## config.mk

```make
export PLATFORM = sky130hd
export DESIGN_NAME = video_mono_colorizer
export DESIGN_NICKNAME = d
export VERILOG_FILES = /design/src/rtl/video_mono_pkg.sv /design/src/rtl/video_mono_fade_ctrl.sv /design/src/rtl/video_mono_colorizer.sv
export SDC_FILE = /design/constraint.sdc
export NUM_CORES = 1
export LEC_CHECK = 0
export BUFFER_PORTS_ARGS = -buffer_cell sky130_fd_sc_hd__buf_2
export CORE_UTILIZATION = 55
export CTS_BUF_LIST = sky130_fd_sc_hd__clkbuf_4
export DETAILED_ROUTE_END_ITERATION = 10
export PLACE_DENSITY = 0.82
export SYNTH_ARGS = -nofsm -noshare
export SYNTH_HDL_FRONTEND = slang
export SYNTH_SLANG_ARGS = --single-unit
```

## constraint.sdc

```tcl
create_clock -name clk_vid -period 5.9 [get_ports clk_vid]
set_input_delay 1.18 -clock clk_vid [delete_from_list [all_inputs] [get_ports clk_vid]]
set_output_delay 1.18 -clock clk_vid [all_outputs]
set_load 0.05 [all_outputs]
```

## src/rtl/video_mono_pkg.sv

```systemverilog
// Shared types and helpers for the monochrome luma colorizer.
// Mode/fade enums, scale range, RGB bundle and the scale multiply.
package video_mono_pkg;

  localparam int SCALE_MAX = 16;
  localparam int SCALE_W   = 5;

  typedef enum logic [2:0] {
    MODE_GREY    = 3'b000,
    MODE_GREEN   = 3'b001,
    MODE_AMBER   = 3'b010,
    MODE_BW      = 3'b011,
    MODE_RED     = 3'b100,
    MODE_BLUE    = 3'b101,
    MODE_FUCHSIA = 3'b110,
    MODE_PURPLE  = 3'b111
  } mono_mode_t;

  typedef enum logic [1:0] {
    IDLE     = 2'd0,
    FADE_OUT = 2'd1,
    SWITCH   = 2'd2,
    FADE_IN  = 2'd3
  } fade_state_t;

  typedef struct packed {
    logic [7:0] r;
    logic [7:0] g;
    logic [7:0] b;
  } rgb_t;

  // (ch * sc) >> 4; sc <= 16 keeps the result within 8 bits
  function automatic logic [7:0] scale_ch(
    input logic [7:0]         ch,
    input logic [SCALE_W-1:0] sc
  );
    return 8'(({5'd0, ch} * {8'd0, sc}) >> 4);
  endfunction

endpackage

```

## src/rtl/video_mono_fade_ctrl.sv

```systemverilog
// Vsync-timed mode controller: edge detect, frame counter, fade FSM.
// MONO_COLORIZER_FADE_EN selects the fade FSM; otherwise mode follows vsync.
module video_mono_fade_ctrl
  import video_mono_pkg::*;
#(
  parameter int FADE_STEP_FRAMES = 1
) (
  input  logic               clk_vid,
  input  logic               reset,
  input  logic               vsync,
  input  logic [2:0]         gfx_mode,
  output logic [SCALE_W-1:0] scale,
  output mono_mode_t         active_mode,
  output logic               busy
);

  localparam logic [SCALE_W-1:0] SMAX = SCALE_W'(SCALE_MAX);

  if (FADE_STEP_FRAMES < 1 || FADE_STEP_FRAMES > 15) begin : g_bad_step
    $error("FADE_STEP_FRAMES must be 1..15");
  end

  logic vsync_d;
  logic vs_rise;

  assign vs_rise = vsync & ~vsync_d;

  // vsync history, sampled every clock regardless of ce_pix
  always_ff @(posedge clk_vid or posedge reset) begin
    if (reset) vsync_d <= 1'b0;
    else       vsync_d <= vsync;
  end

`ifdef MONO_COLORIZER_FADE_EN

  localparam logic [3:0] LAST = 4'(FADE_STEP_FRAMES - 1);

  fade_state_t        state, state_n;
  logic [SCALE_W-1:0] scale_n;
  mono_mode_t         mode_n;
  logic [3:0]         fcnt, fcnt_n;
  logic               match;
  logic               step;

  assign match = (gfx_mode == active_mode);
  assign step  = vs_rise && (fcnt == LAST);
  assign busy  = (state != IDLE);

  // fade state, scale, committed mode and frame counter
  always_ff @(posedge clk_vid or posedge reset) begin
    if (reset) begin
      state       <= IDLE;
      scale       <= SMAX;
      active_mode <= MODE_GREY;
      fcnt        <= '0;
    end else begin
      state       <= state_n;
      scale       <= scale_n;
      active_mode <= mode_n;
      fcnt        <= fcnt_n;
    end
  end

  // next state: direction follows this cycle's gfx_mode, steps on vsync
  always_comb begin
    state_n = state;
    scale_n = scale;
    mode_n  = active_mode;
    fcnt_n  = fcnt;
    unique case (state)
      IDLE: begin
        fcnt_n = '0;
        if (!match) state_n = FADE_OUT;
      end
      FADE_OUT: begin
        if (match) begin
          state_n = FADE_IN;
        end else if (scale == '0) begin
          state_n = SWITCH;
        end else if (step) begin
          fcnt_n  = '0;
          scale_n = scale - 1'b1;
          if (scale == SCALE_W'(1)) state_n = SWITCH;
        end else if (vs_rise) begin
          fcnt_n = fcnt + 1'b1;
        end
      end
      SWITCH: begin
        fcnt_n = '0;
        if (vs_rise) begin
          mode_n  = mono_mode_t'(gfx_mode);
          state_n = FADE_IN;
        end
      end
      FADE_IN: begin
        if (!match) begin
          state_n = FADE_OUT;
        end else if (scale == SMAX) begin
          state_n = IDLE;
          fcnt_n  = '0;
        end else if (step) begin
          fcnt_n  = '0;
          scale_n = scale + 1'b1;
          if (scale == SMAX - 1'b1) state_n = IDLE;
        end else if (vs_rise) begin
          fcnt_n = fcnt + 1'b1;
        end
      end
      default: state_n = IDLE;
    endcase
  end

`else

  assign scale = SMAX;
  assign busy  = 1'b0;

  // mode switches cleanly at the start of each frame
  always_ff @(posedge clk_vid or posedge reset) begin
    if (reset)        active_mode <= MODE_GREY;
    else if (vs_rise) active_mode <= mono_mode_t'(gfx_mode);
  end

`endif

endmodule

```

## src/rtl/video_mono_colorizer.sv

```systemverilog
// Luma to tinted RGB: tint stage then fade-scale stage, 2 ce_pix cycles.
// Fade sequencing on mode change requires MONO_COLORIZER_FADE_EN.
module video_mono_colorizer
  import video_mono_pkg::*;
#(
  parameter int         FADE_STEP_FRAMES = 1,
  parameter logic [7:0] GREEN_FLOOR      = 8'h0F,
  parameter logic [7:0] TINT_FLOOR       = 8'h08
) (
  input  logic       clk_vid,
  input  logic       reset,
  input  logic       ce_pix,
  input  logic       vsync,
  input  logic [2:0] gfx_mode,
  input  logic [7:0] Y,
  output logic [7:0] R_OUT,
  output logic [7:0] G_OUT,
  output logic [7:0] B_OUT,
  output logic       busy
);

  logic [SCALE_W-1:0] scale;
  mono_mode_t         active_mode;
  logic [7:0]         flr, full, half;
  rgb_t               tint, s1, px;

  video_mono_fade_ctrl #(
    .FADE_STEP_FRAMES(FADE_STEP_FRAMES)
  ) u_fade (
    .clk_vid    (clk_vid),
    .reset      (reset),
    .vsync      (vsync),
    .gfx_mode   (gfx_mode),
    .scale      (scale),
    .active_mode(active_mode),
    .busy       (busy)
  );

  // per-mode tint of the incoming luma
  always_comb begin
    flr  = (active_mode == MODE_GREEN) ? GREEN_FLOOR : TINT_FLOOR;
    full = (Y > flr) ? Y : flr;
    half = {1'b0, Y[7:1]};
    tint = '{r: Y, g: Y, b: Y};
    unique case (active_mode)
      MODE_GREY:    tint = '{r: Y,    g: Y,    b: Y};
      MODE_GREEN:   tint = '{r: 8'd0, g: full, b: 8'd1};
      MODE_AMBER:   tint = '{r: full, g: half, b: 8'd1};
      MODE_BW:      tint = '{r: Y,    g: Y,    b: Y};
      MODE_RED:     tint = '{r: full, g: 8'd0, b: 8'd1};
      MODE_BLUE:    tint = '{r: 8'd0, g: half, b: full};
      MODE_FUCHSIA: tint = '{r: full, g: 8'd0, b: half};
      MODE_PURPLE:  tint = '{r: half, g: 8'd0, b: full};
      default:      tint = '{r: Y,    g: Y,    b: Y};
    endcase
  end

  // two-stage pixel pipeline, frozen while ce_pix is low
  always_ff @(posedge clk_vid or posedge reset) begin
    if (reset) begin
      s1 <= '0;
      px <= '0;
    end else if (ce_pix) begin
      s1   <= tint;
      px.r <= scale_ch(s1.r, scale);
      px.g <= scale_ch(s1.g, scale);
      px.b <= scale_ch(s1.b, scale);
    end
  end

  assign R_OUT = px.r;
  assign G_OUT = px.g;
  assign B_OUT = px.b;

endmodule
```

==> flow_metrics.tcl, run 1 <==
set metrics [dict create \
    cellLeakagePower_nw 1.221 \
    track_usage 0.2102 \
    dieArea_mm2 0.005048 \
    power.share.clock 0.159 \
    post_drt_wl_per_cell_um 15.13 \
    crit_type "reg2reg" \
    slew_violations 0 \
    numCtsBuffers 5 \
    overflow 0 \
    switching_share 0.4066 \
    fin_worst_skew_ns 0.003891 \
    yosysWarningCount 0 \
    nFillCells 373 \
    arrival_ns 2.95 \
    hold_viol 0 \
    p_sw_uw 394.8 \
    p_int_uw 576.1 \
    routed_wl_um 4902 \
    hold_class "reg2reg" \
    grt_max_degree 78 \
    gp_congestion 0.9016 \
    p_comb_frac 0.357 \
    required_ns 6.14 \
    violations "DRC" \
    ys_seq_area_frac 0.4962 \
    drc 5 \
    fin_tns_setup_ns 0 \
    clk_path_buf_depth 2 \
    cts_tree "yes" \
    final_common_cell "dfrtp_1" \
    ys.flop_type "dfrtp_1" \
    pre_cts_slack_ns 3.227 \
    cts_resized 0 \
    drive_gt1_frac 0.2978 \
    die_h_um 71.05 \
    drtPass1Iterations 8 \
    cts_root_buf "clkbuf_4" \
    seq_power_share 0.484 \
    fmax_ghz 0.3689 \
    clock_latency_ns 0.36 \
    cts_sinks 52 \
    antenna_left 0 \
    maxCapViolCount 0 \
    htreeDepth 2 \
    maxSlewHeadroom 0.3190 \
    rsz0062_at_grt "false" \
    status "finished, violations left" \
    start_kind "register" \
    synth_nets 264 \
    avgSynthCellArea_um2 10.66 \
    pwr_density_cell_mw_per_mm2 344.7 \
    cp_max_fo 28 \
    async_reset_ff_frac 1.000 \
    postSynthCellCount 246 \
    worst_pin_slew_ns 1.021 \
    cts_setup_buffers 0 \
    peakVddDrop_mv 0.1525 \
    grt_pass1_vias 1793 \
    syn2layout_area_growth_pct 7.395 \
    boundaryPins 40 \
    initial_core_util 0.5861 \
    diodes 0 \
    period_minus_slack_ns 2.711 \
    setup_viol 0 \
    rows 24 \
    antenna_found_initial 0 \
    io_buffer_count 38 \
    dpl.hpwl_um 3262 \
    synth_edf_count 0 \
    ys_ff_latch 52 \
    drtIter0Drc 134 \
    synth_area_mm2 0.002623 \
    routed_via_density 6.022 \
    layout_common_cells "dfrtp_1 (52), buf_2 (38), mux2_2 (26), nor2_1 (20), o21ai_0 (17)" \
    fp.dieW_um 71.05 \
    post_synth_num_cell_types 44 \
    clk_pin_slew_worst_paths_ns 0.14 \
    cts_hold_buf 0 \
    nets 289 \
    core_area_mm2 0.004474 \
    layout_setup_ws_ns 3.189 \
    vias 1951 \
    grt_pass1_wl_um 8390 \
    final.period_utilization 0.4595 \
    crit_path_end_kind "register" \
    total_power_uw 970.8 \
]
[area by class of cell]
| class | instances | area [µm²] | area share |
|---|---|---|---|
| clock inverters | 3 | 18.77 | 0.006664 |
| multi-input cells | 161 | 1147 | 0.4074 |
| well taps | 52 | 65.06 | 0.02310 |
| clock buffers | 5 | 37.54 | 0.01333 |
| flip-flops and latches | 52 | 1301 | 0.4620 |
| repair buffers | 40 | 205.2 | 0.07286 |
| inverters | 11 | 41.29 | 0.01466 |
[metrics by stage]
stage / cell area [µm²] / utilization / hold slack, ns / std cells
detailed placement: 2760 / 0.6169 / 0.4880 / 316
global route: 2816 / 0.6295 / 0.5373 / 324
CTS: 2816 / 0.6295 / 0.5220 / 324
finish: 2816 / 0.6295 / 0.5156 / 324
global placement: 2760 / 0.6169 / 0.4801 / 316
floorplan: 2623 / - / 0.4710 / 246
[path summary, 6_finish.rpt]
check	startpoint	slack [ns]	cells after the start	to
max in group asynchronous	reset	4.23	2	s1[19]
setup / recovery	u_fade.active_mode[0]	3.19	7	s1[0]
min in group asynchronous	reset	1.03	2	R_OUT[7]
hold reg to reg	R_OUT[0]	0.52	1	R_OUT[0]
setup reg to reg	u_fade.active_mode[0]	3.19	7	s1[0]
hold / removal	R_OUT[0]	0.52	1	R_OUT[0]
[logic make-up (layout without fill, tap and decap cells)]
| family | after synthesis | count (layout) | share of synthesized area |
|---|---|---|---|
| xor gates and xnor gates | 2 | 2 | 0.009544 |
| AOI/OAI and AO/OA | 74 | 74 | 0.1904 |
| DFF | 52 | 52 | 0.4962 |
| adders and majority gates | 3 | 3 | 0.01431 |
| and+or+nand+nor | 55 | 55 | 0.1102 |
| buffers and inverters | 33 | 59 | 0.06632 |
| muxes | 26 | 26 | 0.1116 |
| other | 1 | 1 | 0.001430 |
[per-layer routing]
metal / share of wire / vias up / global-route usage
met3: 0.042 / 6 / 0.03846
met5: 0 / - / 0
li1: - / 949 / -
met2: 0.49 / 56 / 0.3301
met1: 0.46 / 940 / 0.2933
met4: 0.014 / 0 / 0.08000
[cell usage after synthesis (all sizes together) (3+ instances only)]
master,n,area (µm²)
nand3,5,25.02
ha,3,37.54
nor2,20,75.07
o2111ai,3,26.28
o221ai,3,26.28
o21ai,20,103.9
clkbuf,11,45.05
nand2,10,37.54
inv,11,41.29
nor2b,5,31.28
a22oi,6,45.04
o22ai,5,31.28
mux2,26,292.8
o32a,3,30.03
a21oi,12,60.06
a32oi,3,26.28
a41oi,5,43.79
buf,11,87.58
nand2b,4,25.02
dfrtp,52,1301
a31oi,7,50.05
[flip-flops by register name (all words and copies together), names as in the netlist]
register	count
u_fade.vsync_d	1
G_OUT	8
u_fade.active_mode	3
s1	24
R_OUT	8
B_OUT	8
[worst max-delay path: stages (launching register included)]
cell     delay, ns
dfrtp_1       0.92
nor3b_2       0.44
inv_1         0.11
ha_1          0.33
a21oi_1       0.15
nand2_1       0.14
a31oi_2       0.37
o21ai_1       0.14
[power groups by stage]
stage | logic [mW] | registers (mW) | clock network, mW
after floorplan | 0.162 | 0.590 | 0
after global placement | 0.337 | 0.474 | 0
after detailed placement | 0.346 | 0.478 | 0
after CTS | 0.347 | 0.471 | 0.158
after global routing | 0.370 | 0.482 | 0.175
final | 0.347 | 0.470 | 0.154
(Power assumes the default switching activity.)
==> run 2, diff against run 1 <==
Clock period 5.9 ns to 2.5 ns, I/O delays scaled along.
==> run 2 against run 1 <==
Against the previous run:
- the run still ends with DRC left
- utilization up 1.1 points
- highest routed layer unchanged
- global-route usage up 0.72 points
- clock-buffer cell count up 2
==> flow_metrics.tcl, run 2 (synthesized netlist as in run 1, its figures left out) <==
set metrics [dict create \
    status "finished, violations left" \
    violations "DRC" \
    htreeDepth 2 \
    required_ns 2.73 \
    fin_util 0.6407 \
    drc 6 \
    clock_latency_ns 0.36 \
    seq_area_mm2 0.001301 \
    diodes 0 \
    period_minus_slack_ns 2.157 \
    start_kind "register" \
    cts_hold_buf 0 \
    cts_setup_buffers 0 \
    drive_gt1_frac 0.3069 \
    p_sw_uw 913.5 \
    layout_setup_ws_ns 0.3429 \
    final_cells 329 \
    routed_via_density 5.997 \
    final.period_utilization 0.8628 \
    layout_common_cells "dfrtp_1 (52), buf_2 (38), mux2_2 (26), nor2_1 (20), o21ai_0 (17)" \
    switching_share 0.3962 \
    rrSetupSlack_ns 0.34 \
    p_comb_frac 0.371 \
    hold_class "in2async" \
    track_usage 0.2175 \
    dieArea_mm2 0.005048 \
    clk_pin_slew_worst_paths_ns 0.14 \
    fin_worst_skew_ns 0.01045 \
    core_area_mm2 0.004474 \
    maxCapViolCount 0 \
    overflow 0 \
    worst_pin_slew_ns 0.5623 \
    multi_input_area_mm2 0.001147 \
    crit_type "reg2reg" \
    cts_sinks 52 \
    rows 24 \
    largest_reg_flops 24 \
    fin_tns_setup_ns 0 \
    grt_pass1_vias 1854 \
    slew_violations 0 \
    rr_worst_depth 7 \
    vias 1973 \
    routed_wl_um 4912 \
    io_buffer_count 38 \
    grt_pass1_wl_um 8631 \
    cp_max_fo 6 \
    cellLeakagePower_nw 1.249 \
    nFillCells 370 \
    dpl.hpwl_um 3396 \
    pre_cts_slack_ns 0.3689 \
    reg2reg_from "u_fade.active_mode[1]" \
    post_drt_wl_per_cell_um 14.93 \
    cts_root_buf "clkbuf_4" \
    power.share.clock 0.160 \
    fp.dieW_um 71.05 \
    arrival_ns 2.39 \
    dp_cells 321 \
    setup_viol 0 \
    boundaryPins 40 \
    rsz0062_at_grt "false" \
    die_h_um 71.05 \
    cts_resized 0 \
    r2r_end "s1[2]" \
    cts_tree "yes" \
    drtIter0Drc 107 \
    regMostFlops "s1" \
    seq_power_share 0.469 \
    pwr_density_cell_mw_per_mm2 804.3 \
    hold_viol 0 \
    antenna_found_initial 0 \
    p_int_mw 1.392 \
    nets 294 \
    numCtsBuffers 5 \
    antenna_left 0 \
    crit_path_end_kind "register" \
    peakVddDrop_mv 0.4194 \
    final_common_cell "dfrtp_1" \
    worstSetupStartpoint "u_fade.active_mode[1]" \
    drtPass1Iterations 9 \
    fmax_ghz 0.4636 \
    syn2layout_area_growth_pct 9.303 \
    initial_core_util 0.5861 \
    gp_congestion 0.8264 \
    maxSlewHeadroom 0.6246 \
    grt_max_degree 37 \
    clk_path_buf_depth 2 \
]
[run 2: changes by cell type in the layout (fill, tap and decap cells not counted)]
cell / previous run / this run
buf_4: 2 / 6
buf_12: 0 / 1
clkinv_1: 0 / 1
clkinv_4: 1 / 0
clkinv_2: 2 / 0
clkbuf_4: 5 / 7
[run 2: metrics by stage]
step	instance area [µm²]	total power, mW	hold slack, ns
global placement	2810	1.931	0.4809
finish	2867	2.305	0.1723
global route	2867	2.439	0.1975
floorplan	2623	1.776	0.4710
detailed placement	2810	1.956	0.4878
CTS	2867	2.320	0.1816
[run 2: layout make-up]
type / count / area share
clock buffers: 7 / 0.01833
flip-flops and latches: 52 / 0.4540
well taps: 52 / 0.02270
inverters: 11 / 0.01440
clock inverters: 1 / 0.001309
repair buffers: 45 / 0.08904
multi-input cells: 161 / 0.4003
[run 2: metal layers]
layer  part of all wire  up-vias  track usage  wire length (µm)
met4              0.013        0      0.06889                63
met1               0.48      939       0.3185              2348
li1                   -      965            -                 -
met2               0.45       64       0.3237              2229
met3              0.055        5      0.04986               270
met5                  0        -            0                 0
[run 2: worst max path at each step]
stage                   to  slack [ns]  depth (start not counted)
finish               s1[2]        0.34                          7
detailed placement   s1[2]        0.37                          7
floorplan            s1[0]        0.63                          8
global placement    s1[16]        0.58                          7
CTS                  s1[2]        0.34                          7
global route         s1[0]        0.16                          7
[run 2: power groups by stage]
stage	registers (mW)	clock network, mW	logic, mW
finish	1.08	0.369	0.855
global placement	1.09	0	0.839
CTS	1.08	0.379	0.857
detailed placement	1.10	0	0.854
floorplan	1.39	0	0.383
global route	1.10	0.413	0.921
[run 2: worst max-delay path: stages, from the launching register on]
cell and delay (ns):
dfrtp_1 0.42, nor3b_2 0.37, inv_1 0.13, ha_1 0.33
a21oi_1 0.13, nand2_1 0.13, a31oi_2 0.38, o22ai_1 0.13
